[src/rtl/flow_arbiter_fsm.sv]
// Two-VC to two-D-FIFO flow arbiter: fixed VC0 priority, one pop per cycle,
// registered push one cycle after the pop, with configuration and error states.
module flow_arbiter_fsm #(
  parameter int          DATA_WIDTH = 6,
  parameter int          DEST_BIT   = 4,
  parameter logic [3:0]  UMBRAL_RST = 4'd2
) (
  input  logic                  clk,
  input  logic                  reset,
  input  logic                  init,
  input  logic [3:0]            umbral_VCs,
  input  logic [3:0]            umbral_Ds,
  input  logic [DATA_WIDTH-1:0] vc0_data,
  input  logic [DATA_WIDTH-1:0] vc1_data,
  input  logic                  vc0_empty,
  input  logic                  vc1_empty,
  input  logic                  d0_empty,
  input  logic                  d1_empty,
  input  logic                  d0_almost_full,
  input  logic                  d1_almost_full,
  input  logic                  fifo_error,
  output logic                  vc0_pop,
  output logic                  vc1_pop,
  output logic                  d0_push,
  output logic                  d1_push,
  output logic [DATA_WIDTH-1:0] data_out,
  output logic [3:0]            umbral_VCs_out,
  output logic [3:0]            umbral_Ds_out,
  output logic [2:0]            state_out,
  output logic                  idle_out,
  output logic                  active_out,
  output logic                  error_out
);

  typedef enum logic [2:0] {
    ST_RESET  = 3'd0,
    ST_INIT   = 3'd1,
    ST_IDLE   = 3'd2,
    ST_ACTIVE = 3'd3,
    ST_ERROR  = 3'd4
  } state_t;

  state_t                state;
  logic                  vc0_elig, vc1_elig, pop_any, pop_dest, push_pend, all_empty;
  logic [DATA_WIDTH-1:0] pop_word;

  // The D-FIFO threshold leaves room for the one push still in flight,
  // so eligibility only looks at almost_full of the destination.
  always_comb begin
    vc0_elig  = !vc0_empty && !(vc0_data[DEST_BIT] ? d1_almost_full : d0_almost_full);
    vc1_elig  = !vc1_empty && !(vc1_data[DEST_BIT] ? d1_almost_full : d0_almost_full);
    vc0_pop   = !reset && (state == ST_ACTIVE) && vc0_elig;
    vc1_pop   = !reset && (state == ST_ACTIVE) && vc1_elig && !vc0_elig;
    pop_any   = vc0_pop || vc1_pop;
    pop_word  = vc0_pop ? vc0_data : vc1_data;
    pop_dest  = pop_word[DEST_BIT];
    push_pend = d0_push || d1_push;
    all_empty = vc0_empty && vc1_empty && d0_empty && d1_empty;
  end

  assign state_out = state;

  always_ff @(posedge clk) begin
    if (reset) begin
      state          <= ST_RESET;
      d0_push        <= 1'b0;
      d1_push        <= 1'b0;
      data_out       <= '0;
      umbral_VCs_out <= UMBRAL_RST;
      umbral_Ds_out  <= UMBRAL_RST;
      idle_out       <= 1'b0;
      active_out     <= 1'b0;
      error_out      <= 1'b0;
    end else begin
      // Push side runs independently of the next state so a pop taken on
      // the way out of ACTIVE still lands in its D FIFO.
      d0_push <= pop_any && !pop_dest;
      d1_push <= pop_any &&  pop_dest;
      if (pop_any) data_out <= pop_word;

      idle_out   <= (state == ST_IDLE);
      active_out <= (state == ST_ACTIVE);
      error_out  <= (state == ST_ERROR);

      case (state)
        ST_RESET:  if (init) state <= ST_INIT;
        ST_INIT: begin
          if (fifo_error) state <= ST_ERROR;
          else if (init) begin
            umbral_VCs_out <= umbral_VCs;
            umbral_Ds_out  <= umbral_Ds;
          end else state <= ST_IDLE;
        end
        ST_IDLE: begin
          if (fifo_error)                   state <= ST_ERROR;
          else if (init)                    state <= ST_INIT;
          else if (!vc0_empty || !vc1_empty) state <= ST_ACTIVE;
        end
        ST_ACTIVE: begin
          if (fifo_error)                   state <= ST_ERROR;
          else if (init)                    state <= ST_INIT;
          else if (all_empty && !push_pend) state <= ST_IDLE;
        end
        ST_ERROR:  state <= ST_ERROR;
        default:   state <= ST_RESET;
      endcase
    end
  end

endmodule

[config.mk]
export PLATFORM = sky130hd
export DESIGN_NAME = flow_arbiter_fsm
export DESIGN_NICKNAME = d
export VERILOG_FILES = /design/src/rtl/flow_arbiter_fsm.sv
export SDC_FILE = /design/constraint.sdc
export NUM_CORES = 1
export LEC_CHECK = 0
export ABC_AREA = 1
export CAP_MARGIN = 20
export CELL_PAD_IN_SITES_DETAIL_PLACEMENT = 1
export CELL_PAD_IN_SITES_GLOBAL_PLACEMENT = 1
export CORE_ASPECT_RATIO = 2
export CORE_MARGIN = 3
export CORE_UTILIZATION = 26
export DETAILED_ROUTE_END_ITERATION = 6
export PLACE_DENSITY_LB_ADDON = 0.15
export SLEW_MARGIN = 25
export SYNTH_ARGS = -nofsm -noshare
export SYNTH_HDL_FRONTEND = slang
export SYNTH_SLANG_ARGS = --single-unit
export TNS_END_PERCENT = 20
[constraint.sdc]
create_clock -name clk -period 1.39 [get_ports clk]
set_input_delay 0.139 -clock clk [delete_from_list [all_inputs] [get_ports clk]]
set_output_delay 0.139 -clock clk [all_outputs]
set_load 0.005 [all_outputs]
Yosys cells after proc, flatten, opt, wreduce, memory -nomap -nowiden:

Index checks and enable logic that the tools add are counted.

* register bits after elaboration: 22
* latch bits: 0
* RAM bits: 0
* bits in read-only memories: 0
* bits of input ports: 30
* logic and storage cells: 57
* memories kept: 0

* $add $sub $neg: 0
* $mul: 0
* divide/modulo/power cells: 0
* magnitude comparators: 0
* eq/ne operators: 8
* shift-type cells: 0
* mux-type cells: 13
* bitwise gates (word level): 1
* reduce and logical (&&, ||, !) cells: 26

Operator list (count)
* $mux 3: 9
* $pmux 3 s5: 1
* $logic_and 1x1->1: 12
* $logic_not 1->1: 8
* $ne 4x3->1 const B: 2
* $eq 3x2->1 const B: 2
* $mux 6: 1
* $reduce_and 4->1: 1
* $eq 3x1->1 const B: 1
* $eq 3x3->1 const B: 1
* $logic_not 3->1: 1
* $logic_or 1x1->1: 3
* $ne 3x3->1 const B: 1
* $reduce_and 3->1: 1
* $mux 1: 2
* $ne 2x2->1 const B: 1
* $not 1->1: 1

Logic depth before layout (Yosys ltp):

Gate-level depths: netlist of the first run.

* word-level depth: 8
* mapped depth: 10

Worst setup path after synthesis of the first run:

OpenSTA, ideal clock, no wires.

* kind: flip-flop to flip-flop
* start point: register state[1] (netlist: state_out[1])
* end point: register data_out[5]
* arrival time: 1227 ps
* required time: 1273 ps
* slack: 47 ps
* cell stages (with the launch flop): 11
* path through: dfxtp_1 buf_2 nand2_2 nor2_4 nand2_4 nor2_8 inv_4 nand2_4 inv_4 nand3_1 o21ai_2

* elaborated cells between the ends (all ways): 7
* those cells by class: 1 x eq/ne; 1 x mux; 5 x reduce/logical

RTL lines
* from (decl): RTL line 43 `state_t state;`
* from (signal assigned): RTL line 65 `state <= ST_RESET;`
* from (signal assigned): RTL line 86 `ST_RESET: if (init) state <= ST_INIT;`
* from (signal assigned): RTL line 88 `if (fifo_error) state <= ST_ERROR;`
* $eq 3x2->1 *: RTL line 52 `vc0_pop = !reset && (state == ST_ACTIVE) && vc0_elig;`
* $logic_and 1x1->1 * (2 in series): RTL line 52
* net vc0_pop: RTL line 22 `output logic vc0_pop,`
* $mux 6 or $logic_or 1x1->1 (tied branches): RTL line 55, 54
* to (signal assigned): RTL line 79 `if (pop_any) data_out <= pop_word;`
* to (decl): RTL line 26 `output logic [DATA_WIDTH-1:0] data_out,`

Mark *: on every way through the listed nets, which the timed path passes. The rest lies on a longest branch.
A chain may end at the register's enable or synchronous reset.

Worst setup path in the final report of the first run:

* start point: register state[1] (netlist: state_out[1])
* end point: register data_out[2]

* longest elaborated chain between the ends: 5
* elaborated cells between the ends (all ways): 7
* those cells by class: 1 x eq/ne; 1 x mux; 5 x reduce/logical

Ends and longest elaborated chain
* $eq 3x2->1 *: RTL line 52, 53
* $logic_and 1x1->1 *: RTL line 52, 53
* $logic_and 1x1->1 (2 in series): RTL line 53 `vc1_pop = !reset && (state == ST_ACTIVE) && vc1_elig && !vc0_elig;`
* $logic_or 1x1->1: RTL line 54 `pop_any = vc0_pop || vc1_pop;`

Every way passes the cells marked *; elsewhere a longest branch is shown, timed or not.

==> results of run 1 <==
power groups by stage:
stage | sequential, mW | clock (mW) | combinational (mW)
CTS | 0.709 | 0.603 | 0.459
global route | 0.716 | 0.632 | 0.536
floorplan | 0.727 | 0 | 0.178
finish | 0.709 | 0.586 | 0.487
global placement | 0.712 | 0 | 0.444
detailed placement | 0.715 | 0 | 0.454
flip-flops by register name (all words and copies together), names as in the netlist:
signal and cells:
error_out 1, idle_out 1, data_out 6, d1_push 1
state_out 3, umbral_Ds_out 4, active_out 1, umbral_VCs_out 4
d0_push 1
placed cells by master (no fill, tap or decap):
| cell type | Yosys | routed |
|---|---|---|
| or2_2 | 1 | 1 |
| inv_4 | 2 | 1 |
| nor3_1 | 1 | 1 |
| nand3_1 | 15 | 11 |
| bufinv_16 | 0 | 1 |
| nand2_4 | 2 | 3 |
| nor2_1 | 27 | 26 |
| nand3_2 | 0 | 4 |
| a21oi_2 | 0 | 1 |
| and2_1 | 1 | 1 |
| clkdlybuf4s50_1 | 0 | 46 |
| buf_6 | 0 | 2 |
| dfxtp_4 | 0 | 1 |
| buf_12 | 0 | 1 |
| nor2_2 | 0 | 1 |
| buf_8 | 0 | 1 |
| clkbuf_16 | 0 | 1 |
| o21ai_1 | 3 | 4 |
| buf_2 | 2 | 2 |
| o21ai_0 | 8 | 7 |
| inv_1 | 17 | 15 |
| nand2_2 | 1 | 1 |
| o22ai_1 | 1 | 1 |
| dfxtp_1 | 22 | 19 |
| clkbuf_8 | 0 | 3 |
| nor2_4 | 2 | 2 |
| nand2_1 | 25 | 24 |
| buf_4 | 0 | 16 |
| nand4_1 | 4 | 4 |
| dfxtp_2 | 0 | 2 |
| inv_6 | 0 | 2 |
| inv_2 | 0 | 1 |
| dlymetal6s2s_1 | 0 | 4 |
| nor2_8 | 1 | 1 |
| nand3b_1 | 3 | 3 |
| o21ai_2 | 2 | 2 |
| dlygate4sd2_1 | 0 | 1 |
| a21oi_1 | 6 | 5 |
worst max-delay path by stage:
stage / startpoint / end / slack (ps) / cells past startpoint
final: state_out[1] / data_out[2] / 30 / 11
after global routing: state_out[0] / data_out[3] / -40 / 11
after CTS: state_out[1] / state_out[1] / -30 / 2
after detailed placement: vc0_data[4] / vc1_pop / -400 / 7
after global placement: vc0_data[4] / vc0_pop / -350 / 6
after floorplan: state_out[1] / data_out[5] / 50 / 10
worst max-delay path: stages, from the launching register on:
cell	delay, ps
dfxtp_4	370
nand2_4	60
nor2_4	120
nand2_4	80
buf_12	130
nor2_8	90
buf_8	120
inv_6	40
nand2_4	70
inv_6	50
nand3_1	60
o21ai_1	60
routing by layer:
layer / up-vias / track usage, %
met3: 10 / 1.88
met5: - / 0
met1: 580 / 13.4
met2: 35 / 31.6
li1: 618 / -
met4: 0 / 9.89
per-stage QoR:
stage | TNS [ps] | hold slack [ps]
3_5_place_dp | -3460 | 465
3_3_place_gp | -2980 | 451
6_report | 0 | 225
2_1_floorplan | 0 | 208
5_1_grt | -285 | 276
4_1_cts | -83.6 | 454
timing repair:
item                       4_1_cts  5_1_grt
setup buffers                    4        3
cloned                           0        1
pin swaps                        5        3
setup endpoints to repair       12       22
resized for setup               18       17
cell families after synthesis:
logic type             share of synthesized area [%]
AND/OR/NAND/NOR                                 39.0
buffers and inverters                           8.28
AO/OA/AOI/OAI                                   10.4
flip-flops                                      42.3
final cells by class:
class,count,share of cell area [%]
Clock buffer,3,2.12
Clock inverter,1,1.54
Inverter,19,4.31
Multi-Input combinational cell,103,28.2
Sequential cell,22,22.9
Tap cell,51,3.28
Timing Repair Buffer,74,37.6
==> flow_summary_export.csv, run 1 <==
group,metric,value,unit
setup_path,worst_r2r_endpoint,"data_out[2]",
yosys,avgSynthCellArea,7.14,um2
die,die_area,4850,um2
detailed_routing,drt-total-wl,3680,um
yosys,yosysTopAreaCell,"dfxtp_1",
yosys,netlist_area,1040,um2
clock_network,hold_buffers,0,
yosys,synth.area.top_cells,"dfxtp_1 42%, nor2_1 9.7%, nand2_1 9.0%",
die,rows,32,
detailed_routing,drc,0,
placed_design,placed_cell_area,1720,um2
detailed_routing,routed.top_layer,"met4",
setup_path,cp-start-kind,"flip-flop",
hold_path,holdPathStages,4,
timing,fin_crit,1360,ps
global_routing,grt_max_degree,15,
die,start_util,27.1,%
power_and_ir_drop,comb_power_share,27.3,%
status,outcome,"finished clean",
clock_network,cts-htree-levels,1,
clock_network,clockBufferDepth,2,
final_layout,nets,253,
global_routing,overflow,0,
timing,maxSlewHeadroom,82.9,%
setup_path,critPathMaxFanout,7,
die,pin_count,54,
detailed_routing,antenna_left,0,
detailed_routing,routedWlPerCell,13.5,um
placed_design,gp_congestion,0.876,
final_layout,drive_gt1_share,22.5,%
yosys,synth-edff-count,0,
power_and_ir_drop,intPower,1.32,mW
power_and_ir_drop,p_leak,0.942,nW
power_and_ir_drop,power.density,915,nW/um2
setup_path,timing.rr.start,"state_out[1]",
die,floorplan.core_area,3840,um2
setup_path,reg2regPathDepth,11,
detailed_routing,routed_via_density,4.55,
final_layout,area.sequential,447,um2
detailed_routing,dr_total_vias,1243,
timing,setup_ws,30.7,ps
timing,finalMaxSlewViolations,0,
global_routing,grt_pass1_wl,5690,um
final_layout,diodes,0,
detailed_routing,met1_length,1160,um
timing,rsz0062_at_grt,"yes",
die,die_h,95.5,um
detailed_routing,wl_met2,2250,um
global_routing,antenna_found_initial,0,
hold_path,whs_endpoint,"d0_push",
yosys,synth.most_common_cell,"nor2_1",
final_layout,fin_util,50.7,%
placed_design,placedCellCount,261,
placed_design,dpl.hpwl,2940,um
clock_network,clkLatencyLatePin,260,ps
setup_path,critPathArrivalTime,1510,ps
yosys,netlist_top_cells_count,"27 x nor2_1, 25 x nand2_1, 22 x dfxtp_1",
timing,finClkSkew,7.61,ps
setup_path,endpoint_kind,"flip-flop",
final_layout,fillerInstances,497,
timing,tightest_slew,256,ps
clock_network,cts-root-buf,"clkbuf_8",
setup_path,ff2ff_setup_slack,30,ps
yosys,ys_async_sr_fraction,0,%
yosys,ys.flop_type,"dfxtp_1",
setup_path,crit_type,"reg -> reg",
power_and_ir_drop,vdd_drop_max,0.468,mV
hold_path,min-delay-path-class,"in -> reg",
timing,hold_viol,0,
placed_design,port_buffers,53,
yosys,netlist.area_leader.share,42.3,%
timing,setup_viol,0,
yosys,synth_cells,146,
detailed_routing,met3_length,130,um
power_and_ir_drop,p_sw,460,uW
yosys,synth_cell_type_count,21,
clock_network,clock_sinks,22,
timing,fin_crit_sh,97.8,%
clock_network,path_clk_slew,70,ps
setup_path,cp.required,1540,ps
power_and_ir_drop,p_total,1.78,mW
global_routing,grt_usage,15.5,%
global_routing,grt_pass1_vias,1353,
yosys,ys_seq_area_share,42.3,%
final_layout,multi_input_area,549,um2
yosys,synth_fp_nets,176,
final_layout,fin_area,1950,um2
yosys,ys_ff_latch,22,
placed_design,place_worst_setup_slack,-399,ps
hold_path,min_from,"vc0_data[4]",
timing,fmax,0.736,GHz
detailed_routing,first_iter_violations,4,
final_layout,area_delta_synth_final,86.8,%
final_layout,final_cells,273,
yosys,yosys_warnings,0,
power_and_ir_drop,swShare,25.8,%
power_and_ir_drop,clkPwrFrac,32.9,%
die,die_w,50.8,um
detailed_routing,dr.pass1.iters,4,
power_and_ir_drop,pwr-share-seq,39.8,%
clock_network,cts_tree,"built",
clock_network,numCtsBuffers,3,
run,cap_violations,0,
Note: power is estimated with default switching activity, not from simulation.
==> run 2, diff against run 1 <==
--- a/config.mk
+++ b/config.mk
@@ -14,7 +14,7 @@
 export CORE_UTILIZATION = 26
 export DETAILED_ROUTE_END_ITERATION = 6
 export PLACE_DENSITY_LB_ADDON = 0.15
-export SLEW_MARGIN = 25
+export SLEW_MARGIN = 20
 export SYNTH_ARGS = -nofsm -noshare
 export SYNTH_HDL_FRONTEND = slang
 export SYNTH_SLANG_ARGS = --single-unit
==> results of run 2 <==
Same layout as run 1: the final DEF is identical, and so are final timing and power.
